## config.mk

```make
export PLATFORM = sky130hd
export DESIGN_NAME = glitch_filter
export DESIGN_NICKNAME = d
export VERILOG_FILES = /design/src/rtl/glitch_filter.sv
export SDC_FILE = /design/constraint.sdc
export NUM_CORES = 1
export LEC_CHECK = 0
export CORE_MARGIN = 1
export CORE_UTILIZATION = 35
export DETAILED_ROUTE_END_ITERATION = 8
export GPL_TIMING_DRIVEN = 0
export PLACE_DENSITY_LB_ADDON = 0.25
export SKIP_CTS_REPAIR_TIMING = 1
export SLEW_MARGIN = 0
export SYNTH_ARGS = -nofsm -noshare
export SYNTH_HDL_FRONTEND = slang
export SYNTH_SLANG_ARGS = --single-unit
export TNS_END_PERCENT = 100
```

## constraint.sdc

```tcl
create_clock -name clock -period 2.7 [get_ports clock]
set_input_delay 0.54 -clock clock [delete_from_list [all_inputs] [get_ports clock]]
set_output_delay 0.54 -clock clock [all_outputs]
set_load 0.1 [all_outputs]
```

## src/rtl/glitch_filter.sv

```systemverilog
// Debounce filter for an asynchronous, possibly glitchy level: two-flop synchronizer,
// 4-state acceptance FSM, registered edge/glitch pulses and a saturating rise counter.
module glitch_filter #(
    parameter int STABLE_CNT = 4,
    parameter int CNT_W      = 8
) (
    input  logic             clock,
    input  logic             reset_n,
    input  logic             in,
    input  logic             clr_cnt,
    output logic             filt_out,
    output logic             rise,
    output logic             fall,
    output logic             glitch,
    output logic [CNT_W-1:0] pulse_cnt
);

    localparam logic [1:0] STABLE_LO = 2'd0;
    localparam logic [1:0] CHK_HI    = 2'd1;
    localparam logic [1:0] STABLE_HI = 2'd2;
    localparam logic [1:0] CHK_LO    = 2'd3;

    localparam logic [3:0]       STABLE_N = 4'(STABLE_CNT);
    localparam logic [CNT_W-1:0] CNT_MAX  = {CNT_W{1'b1}};
    localparam logic [CNT_W-1:0] CNT_ONE  = CNT_W'(1);

    function automatic logic [CNT_W-1:0] sat_inc(input logic [CNT_W-1:0] v);
        logic [CNT_W-1:0] r;
        if (v == CNT_MAX) begin
            r = CNT_MAX;
        end else begin
            r = v + CNT_ONE;
        end
        return r;
    endfunction

    logic             sync1_r;
    logic             sync2_r;
    logic [1:0]       state_r;
    logic [1:0]       state_s;
    logic [3:0]       run_r;
    logic [3:0]       run_s;
    logic             rise_s;
    logic             fall_s;
    logic             glitch_s;
    logic             rise_p_r;
    logic             fall_p_r;
    logic             glitch_p_r;
    logic             filt_r;
    logic             rise_r;
    logic             fall_r;
    logic             glitch_r;
    logic [CNT_W-1:0] pulse_cnt_r;

    // Next-state logic: run counter tracks consecutive cycles sync2 disagrees with the accepted level
    always_comb begin
        state_s  = state_r;
        run_s    = run_r;
        rise_s   = 1'b0;
        fall_s   = 1'b0;
        glitch_s = 1'b0;
        case (state_r)
            STABLE_LO: begin
                if (sync2_r) begin
                    if (STABLE_N == 4'd1) begin
                        state_s = STABLE_HI;
                        run_s   = 4'd0;
                        rise_s  = 1'b1;
                    end else begin
                        state_s = CHK_HI;
                        run_s   = 4'd1;
                    end
                end else begin
                    run_s = 4'd0;
                end
            end
            CHK_HI: begin
                if (sync2_r) begin
                    if ((run_r + 4'd1) == STABLE_N) begin
                        state_s = STABLE_HI;
                        run_s   = 4'd0;
                        rise_s  = 1'b1;
                    end else begin
                        run_s = run_r + 4'd1;
                    end
                end else begin
                    state_s  = STABLE_LO;
                    run_s    = 4'd0;
                    glitch_s = 1'b1;
                end
            end
            STABLE_HI: begin
                if (!sync2_r) begin
                    if (STABLE_N == 4'd1) begin
                        state_s = STABLE_LO;
                        run_s   = 4'd0;
                        fall_s  = 1'b1;
                    end else begin
                        state_s = CHK_LO;
                        run_s   = 4'd1;
                    end
                end else begin
                    run_s = 4'd0;
                end
            end
            CHK_LO: begin
                if (!sync2_r) begin
                    if ((run_r + 4'd1) == STABLE_N) begin
                        state_s = STABLE_LO;
                        run_s   = 4'd0;
                        fall_s  = 1'b1;
                    end else begin
                        run_s = run_r + 4'd1;
                    end
                end else begin
                    state_s  = STABLE_HI;
                    run_s    = 4'd0;
                    glitch_s = 1'b1;
                end
            end
            default: begin
                state_s = STABLE_LO;
                run_s   = 4'd0;
            end
        endcase
    end

    // Synchronizer, FSM state and pending event flags
    always_ff @(posedge clock or negedge reset_n) begin
        if (!reset_n) begin
            sync1_r    <= 1'b0;
            sync2_r    <= 1'b0;
            state_r    <= STABLE_LO;
            run_r      <= 4'd0;
            rise_p_r   <= 1'b0;
            fall_p_r   <= 1'b0;
            glitch_p_r <= 1'b0;
        end else begin
            sync1_r    <= in;
            sync2_r    <= sync1_r;
            state_r    <= state_s;
            run_r      <= run_s;
            rise_p_r   <= rise_s;
            fall_p_r   <= fall_s;
            glitch_p_r <= glitch_s;
        end
    end

    // Output stage: level and pulses are registered together so filt_out and its edge pulse align
    always_ff @(posedge clock or negedge reset_n) begin
        if (!reset_n) begin
            filt_r   <= 1'b0;
            rise_r   <= 1'b0;
            fall_r   <= 1'b0;
            glitch_r <= 1'b0;
        end else begin
            filt_r   <= (state_r == STABLE_HI) || (state_r == CHK_LO);
            rise_r   <= rise_p_r;
            fall_r   <= fall_p_r;
            glitch_r <= glitch_p_r;
        end
    end

    // Rise counter: a clear landing on the same edge as a rise still counts that rise
    always_ff @(posedge clock or negedge reset_n) begin
        if (!reset_n) begin
            pulse_cnt_r <= {CNT_W{1'b0}};
        end else if (rise_p_r) begin
            pulse_cnt_r <= clr_cnt ? CNT_ONE : sat_inc(pulse_cnt_r);
        end else if (clr_cnt) begin
            pulse_cnt_r <= {CNT_W{1'b0}};
        end else begin
            pulse_cnt_r <= pulse_cnt_r;
        end
    end

    assign filt_out  = filt_r;
    assign rise      = rise_r;
    assign fall      = fall_r;
    assign glitch    = glitch_r;
    assign pulse_cnt = pulse_cnt_r;

endmodule

```

---- Word level (Yosys, flattened, before mapping) ----
Index checks and enable logic that the tools add are counted.
Widths: inputs -> output; s select.
cells by class
  add/subtract/negate cells ............... 2
  equal/unequal tests ..................... 9
  multiplexer cells ....................... 25
  reductions and logical operators ........ 4
operator list
  cell                 number
  $mux 8               4
  $pmux 4 s4           1
  $mux 2               6
  $mux 4               3
  $mux 1               9
  $add 8x1->8 const B  1
  $eq 8x8->1 const B   1
  $pmux 2 s4           1
  $ne 3x3->1 const B   2
  $add 4x1->4 const B  1
  $eq 2x2->1 const B   2
  $eq 4x3->1 const B   1
  $ne 2x2->1 const B   2
  $reduce_and 4->1     1
  $eq 2x1->1 const B   1
  $logic_not 2->1      1
  $pmux 1 s2           1
  $reduce_bool 2->1    1
  $logic_or 1x1->1     1
storage, ports and cells
  flip-flop bits (word level) ............. 23
  input bits .............................. 4
  output and inout bits ................... 12
  word-level logic and storage cells ...... 52

---- Longest topological paths before layout ----
Gate-level depths: netlist of run 1.
  word-level depth ........................ 5
  depth in mapped cells ................... 5
  depth with buffers taken out ............ 5

---- Least setup slack after synthesis of run 1 ----
Ideal clock, no wire load.
  kind .................................... register to register
  start ................................... register pulse_cnt_r[1] (netlist: pulse_cnt[1])
  end ..................................... register pulse_cnt_r[2] (netlist: pulse_cnt[2])
  arrival ................................. 2,103 ps
  data required time ...................... 2,618 ps
  path slack .............................. 515 ps
  cell stages (with the launch flop) ...... 6
  buffers on the path ..................... 0
  clock period less this slack ............ 2,185 ps
  path through ............................ dfrtp_1 -> ha_1 -> nand4_2 -> or2_4 -> and4_1 -> nor3_2
between the ends
  cells in the longest elaborated chain, start to end .. 4
  elaborated cells on any way between the ends .. 5
  those cells by class .................... add/sub: 1; eq/ne: 1; mux: 3
ends and longest elaborated chain
  what                                       RTL line  text
  start: declaration                         53        logic [CNT_W-1:0] pulse_cnt_r;
  start signal: assignment                   167       pulse_cnt_r <= {CNT_W{1'b0}};
  start signal: assignment                   169       pulse_cnt_r <= clr_cnt ? CNT_ONE : sat_inc(pulse_cnt_r);
  start signal: assignment                   171       pulse_cnt_r <= {CNT_W{1'b0}};
  $add 8x1->8 or $eq 8x8->1 (tied branches)  32, 29
  $mux 8 (*)                                 29        if (v == CNT_MAX) begin
  $mux 8 (*)                                 169
  $mux 8 (*)                                 168       end else if (rise_p_r) begin
Every way passes the cells marked *; elsewhere a longest branch is shown, timed or not.
A chain may end at the register's enable or synchronous reset.

---- Worst setup path in the final report of run 1 ----
  start ................................... register pulse_cnt_r[2] (netlist: pulse_cnt[2])
  end ..................................... output port pulse_cnt[2]
RTL lines
  what              RTL line  text
  end: declaration  15        output logic [CNT_W-1:0] pulse_cnt
No word-level cell between the ends.

==> results of run 1 <==
## path summary, 6_finish.rpt
path,start,endpoint,slack (ps)
max in group asynchronous,reset_n,state_r[0],1330
worst min-delay path,glitch_p_r,glitch,360
worst max register to register,run_r[0],register,1050
min in group asynchronous,reset_n,pulse_cnt[7],760
worst min register to register,glitch_p_r,glitch,360
worst max-delay path,pulse_cnt[2],pulse_cnt[2],170
## flip-flops by register name (all words and copies together) (netlist names), named ones only
| signal | cells |
|---|---|
| fall | 1 |
| fall_p_r | 1 |
| filt_out | 1 |
| glitch | 1 |
| glitch_p_r | 1 |
| pulse_cnt | 8 |
| rise | 1 |
| rise_p_r | 1 |
| run_r | 4 |
| state_r | 1 |
| sync1_r | 1 |
| sync2_r | 1 |
## report_power, final
part	internal (W)	total, W	switching, W
Clock	0.0000565	0.000160	0.000103
Sequential	0.000356	0.000366	0.00000925
Combinational	0.0000177	0.0000570	0.0000393
## per-layer routing
layer	vias to the layer above	routed length, um	share of wire
met2	11	840	0.49
met3	2	78	0.046
li1	349	-	-
met5	-	0	0
met1	356	774	0.45
met4	0	12	0.0070
## kinds of logic after synthesis
logic type                 after synthesis
adders and majority gates                3
buffers and inverters                    5
and+or+nand+nor                         35
AOI/OAI and AO/OA                       18
muxes                                    2
xor gates and xnor gates                 2
DFF                                     23
## through the flow
stage | instance area (um2) | util | power, W | instances
6_report | 1202 | 0.4643 | 0.0005824 | 136
5_1_grt | 1202 | 0.4643 | 0.0006161 | 136
4_1_cts | 1202 | 0.4643 | 0.0005963 | 136
3_5_place_dp | 1172 | 0.4527 | 0.0004304 | 132
3_3_place_gp | 1172 | 0.4527 | 0.0004291 | 132
2_1_floorplan | 994.7 | - | 0.0004089 | 88
## layout by cell type, fill, tap and decap left out, types with 2 or more instances in the layout
| master | netlist | routed |
|---|---|---|
| sky130_fd_sc_hd__a211oi_1 | 3 | 3 |
| sky130_fd_sc_hd__a21oi_1 | 5 | 5 |
| sky130_fd_sc_hd__a311oi_1 | 2 | 2 |
| sky130_fd_sc_hd__and2_1 | 3 | 3 |
| sky130_fd_sc_hd__and3_1 | 3 | 3 |
| sky130_fd_sc_hd__clkbuf_1 | 3 | 3 |
| sky130_fd_sc_hd__clkbuf_4 | 0 | 3 |
| sky130_fd_sc_hd__clkdlybuf4s50_1 | 0 | 14 |
| sky130_fd_sc_hd__dfrtp_1 | 23 | 23 |
| sky130_fd_sc_hd__ha_1 | 3 | 3 |
| sky130_fd_sc_hd__inv_1 | 2 | 2 |
| sky130_fd_sc_hd__nand2_1 | 5 | 5 |
| sky130_fd_sc_hd__nand2b_1 | 4 | 4 |
| sky130_fd_sc_hd__nand3_1 | 4 | 4 |
| sky130_fd_sc_hd__nor2_1 | 7 | 7 |
| sky130_fd_sc_hd__nor3b_1 | 2 | 2 |
| sky130_fd_sc_hd__o21ai_1 | 2 | 2 |
## cell type report
cell class                      count  area (um2)
Fill cell                         242        1388
Tap cell                           30       37.54
Inverter                            2       7.507
Sequential cell                    23       575.6
Multi-Input combinational cell     60       400.4
Timing Repair Buffer               14       140.1
Buffer                              3       11.26
Clock buffer                        3       22.52
Clock inverter                      1       7.507
==> load_flow_metrics.sql, run 1 <==
INSERT INTO impl_metrics (metric_group, metric, value, unit) VALUES
('logic_synthesis', 'ys.flop_type', 'sky130_fd_sc_hd__dfrtp_1', ''),
('logic_synthesis', 'synth_area_leaders', 'sky130_fd_sc_hd__dfrtp_1 58%, sky130_fd_sc_hd__ha_1 3.8%, sky130_fd_sc_hd__nor2_1 2.6%', ''),
('clock_network', 'clk-insertion-delay-late', '310', 'ps'),
('sta', 'slew_viol_final', '0', ''),
('logic_synthesis', 'synthDominantAreaCellType', 'sky130_fd_sc_hd__dfrtp_1', ''),
('power', 'max-vdd-ir-drop', '0.0003877', 'V'),
('global_route', 'grt_pass1_vias', '675', ''),
('critical_path', 'cp_cell_sequence', 'clkdlybuf4s50_1', ''),
('floorplanning', 'die_width', '55.31', 'um'),
('logic_synthesis', 'async_reset_ff_frac', '1.000', ''),
('sta', 'setup-violations-final', '0', ''),
('sta', 'rsz0062_at_grt', 'false', ''),
('logic_synthesis', 'syn_inst', '88', ''),
('logic_synthesis', 'muxShareOfSynthArea', '0.02138', ''),
('logic_synthesis', 'library_cell_with_the_highest_instance_count_after_synthesis', 'sky130_fd_sc_hd__dfrtp_1', ''),
('logic_synthesis', 'post_synth_edffs', '0', ''),
('logic_synthesis', 'post_synth_xor_area_fraction', '0.01761', ''),
('logic_synthesis', 'synth_compound_area_frac', '0.1208', ''),
('detailed_routing', 'totalWireLength', '1.706', 'mm'),
('sta', 'fin_tns_setup', '0', 'ps'),
('critical_path', 'cp-start-kind', 'register', ''),
('critical_path', 'cp_num_cells', '1', ''),
('place', 'gp_routability_congestion', '0.7005', ''),
('sta', 'timing.max_slew.rel_slack', '0.3273', ''),
('detailed_routing', 'avgViaCountPerCell', '5.279', ''),
('logic_synthesis', 'synth_seq_cells', '23', ''),
('clock_network', 'number_of_clock_sinks', '23', ''),
('critical_path', 'critical_path.endpoint_type', 'primary output', ''),
('critical_path', 'critPathTopFamily', 'buffers and inverters', ''),
('critical_path', 'worstPathArrival', '1990', 'ps'),
('sta', 'hold_violations', '0', ''),
('outcome', 'status', 'complete, no violations', ''),
('hold_path', 'worstHoldPathCells', '0', ''),
('sta', 'final.period_utilization', '0.9375', ''),
('global_route', 'antenna_found_initial', '0', ''),
('sta', 'layout_min_cycle_time', '2531', 'ps'),
('cells_and_area', 'flow.area_growth_from_synthesis', '20.88', '%'),
('clock_network', 'cts_htree_levels', '1', ''),
('sta', 'max_clock_freq', '0.3950', 'GHz'),
('logic_synthesis', 'synth_area', '994.7', 'um2'),
('clock_network', 'cts_tree', 'done', ''),
('critical_path', 'worst_path_maximum_fanout', '8', ''),
('logic_synthesis', 'post_synth_and_or_nand_nor_area_fraction', '0.2050', ''),
('critical_path', 'reg2reg_depth', '5', ''),
('floorplanning', 'die_height', '55.31', 'um'),
('floorplanning', 'core_area', '2590', 'um2'),
('place', 'place.detailed.hpwl', '1.233', 'mm'),
('clock_network', 'clk_root_buffer_cell', 'sky130_fd_sc_hd__clkbuf_4', ''),
('sta', 'timing_worst_slew_pin_value', '1006', 'ps'),
('logic_synthesis', 'synth_fa_ha_area_frac', '0.03774', ''),
('detailed_routing', 'routedWlPerCell', '12.54', 'um'),
('clock_network', 'cts_buffer_depth', '2', ''),
('global_route', 'layer_carrying_the_most_global_route_usage', 'met2', ''),
('logic_synthesis', 'syn_avg_cell_area', '11.30', 'um2'),
('global_route', 'grt_start_max_net_pins', '24', ''),
('global_route', 'gr-usage-met2', '0.2014', ''),
('critical_path', 'cp_slowest_cell', 'sky130_fd_sc_hd__clkdlybuf4s50_1', ''),
('logic_synthesis', 'yosys-top-cells-count', '23 x sky130_fd_sc_hd__dfrtp_1, 7 x sky130_fd_sc_hd__nor2_1, 5 x sky130_fd_sc_hd__a21oi_1, 5 x sky130_fd_sc_hd__nand2_1', ''),
('job', 'max_cap_violations', '0', ''),
('critical_path', 'timing.setup.critical_path_class', 'register to primary output', ''),
('detailed_routing', 'via_count', '718', ''),
('global_route', 'grt_util_met1', '0.1540', ''),
('logic_synthesis', 'synth_sequential_area_ratio', '0.5786', ''),
('floorplanning', 'placementRows', '18', ''),
('floorplanning', 'floorplan.io_pins', '16', ''),
('global_route', 'grt_use_met3', '0.05386', ''),
('clock_network', 'tritoncts.num_buffers', '3', ''),
('detailed_routing', 'drtAntennaViolNets', '0', ''),
('sta', 'worst_clock_skew', '4.002', 'ps'),
('power', 'leakagePower', '0.5296', 'nW'),
('cells_and_area', 'final_nets', '114', '');
Note: power is estimated with default switching activity, not from simulation.
==> run 2, diff against run 1 <==
clock period = 3 ns   (was 2.7 ns; I/O delays follow)
==> results of run 2 <==
Same layout as run 1 (identical final DEF). Status: complete, no violations.
Among the figures that moved: setup slack after placement 533.9 ps -> 773.9 ps; setup slack after layout 168.7 ps -> 408.7 ps; register-to-register setup slack 1050 ps -> 1350 ps; total power 0.0005824 W -> 0.0005241 W; worst IR drop on VDD 0.0003877 V -> 0.0003490 V
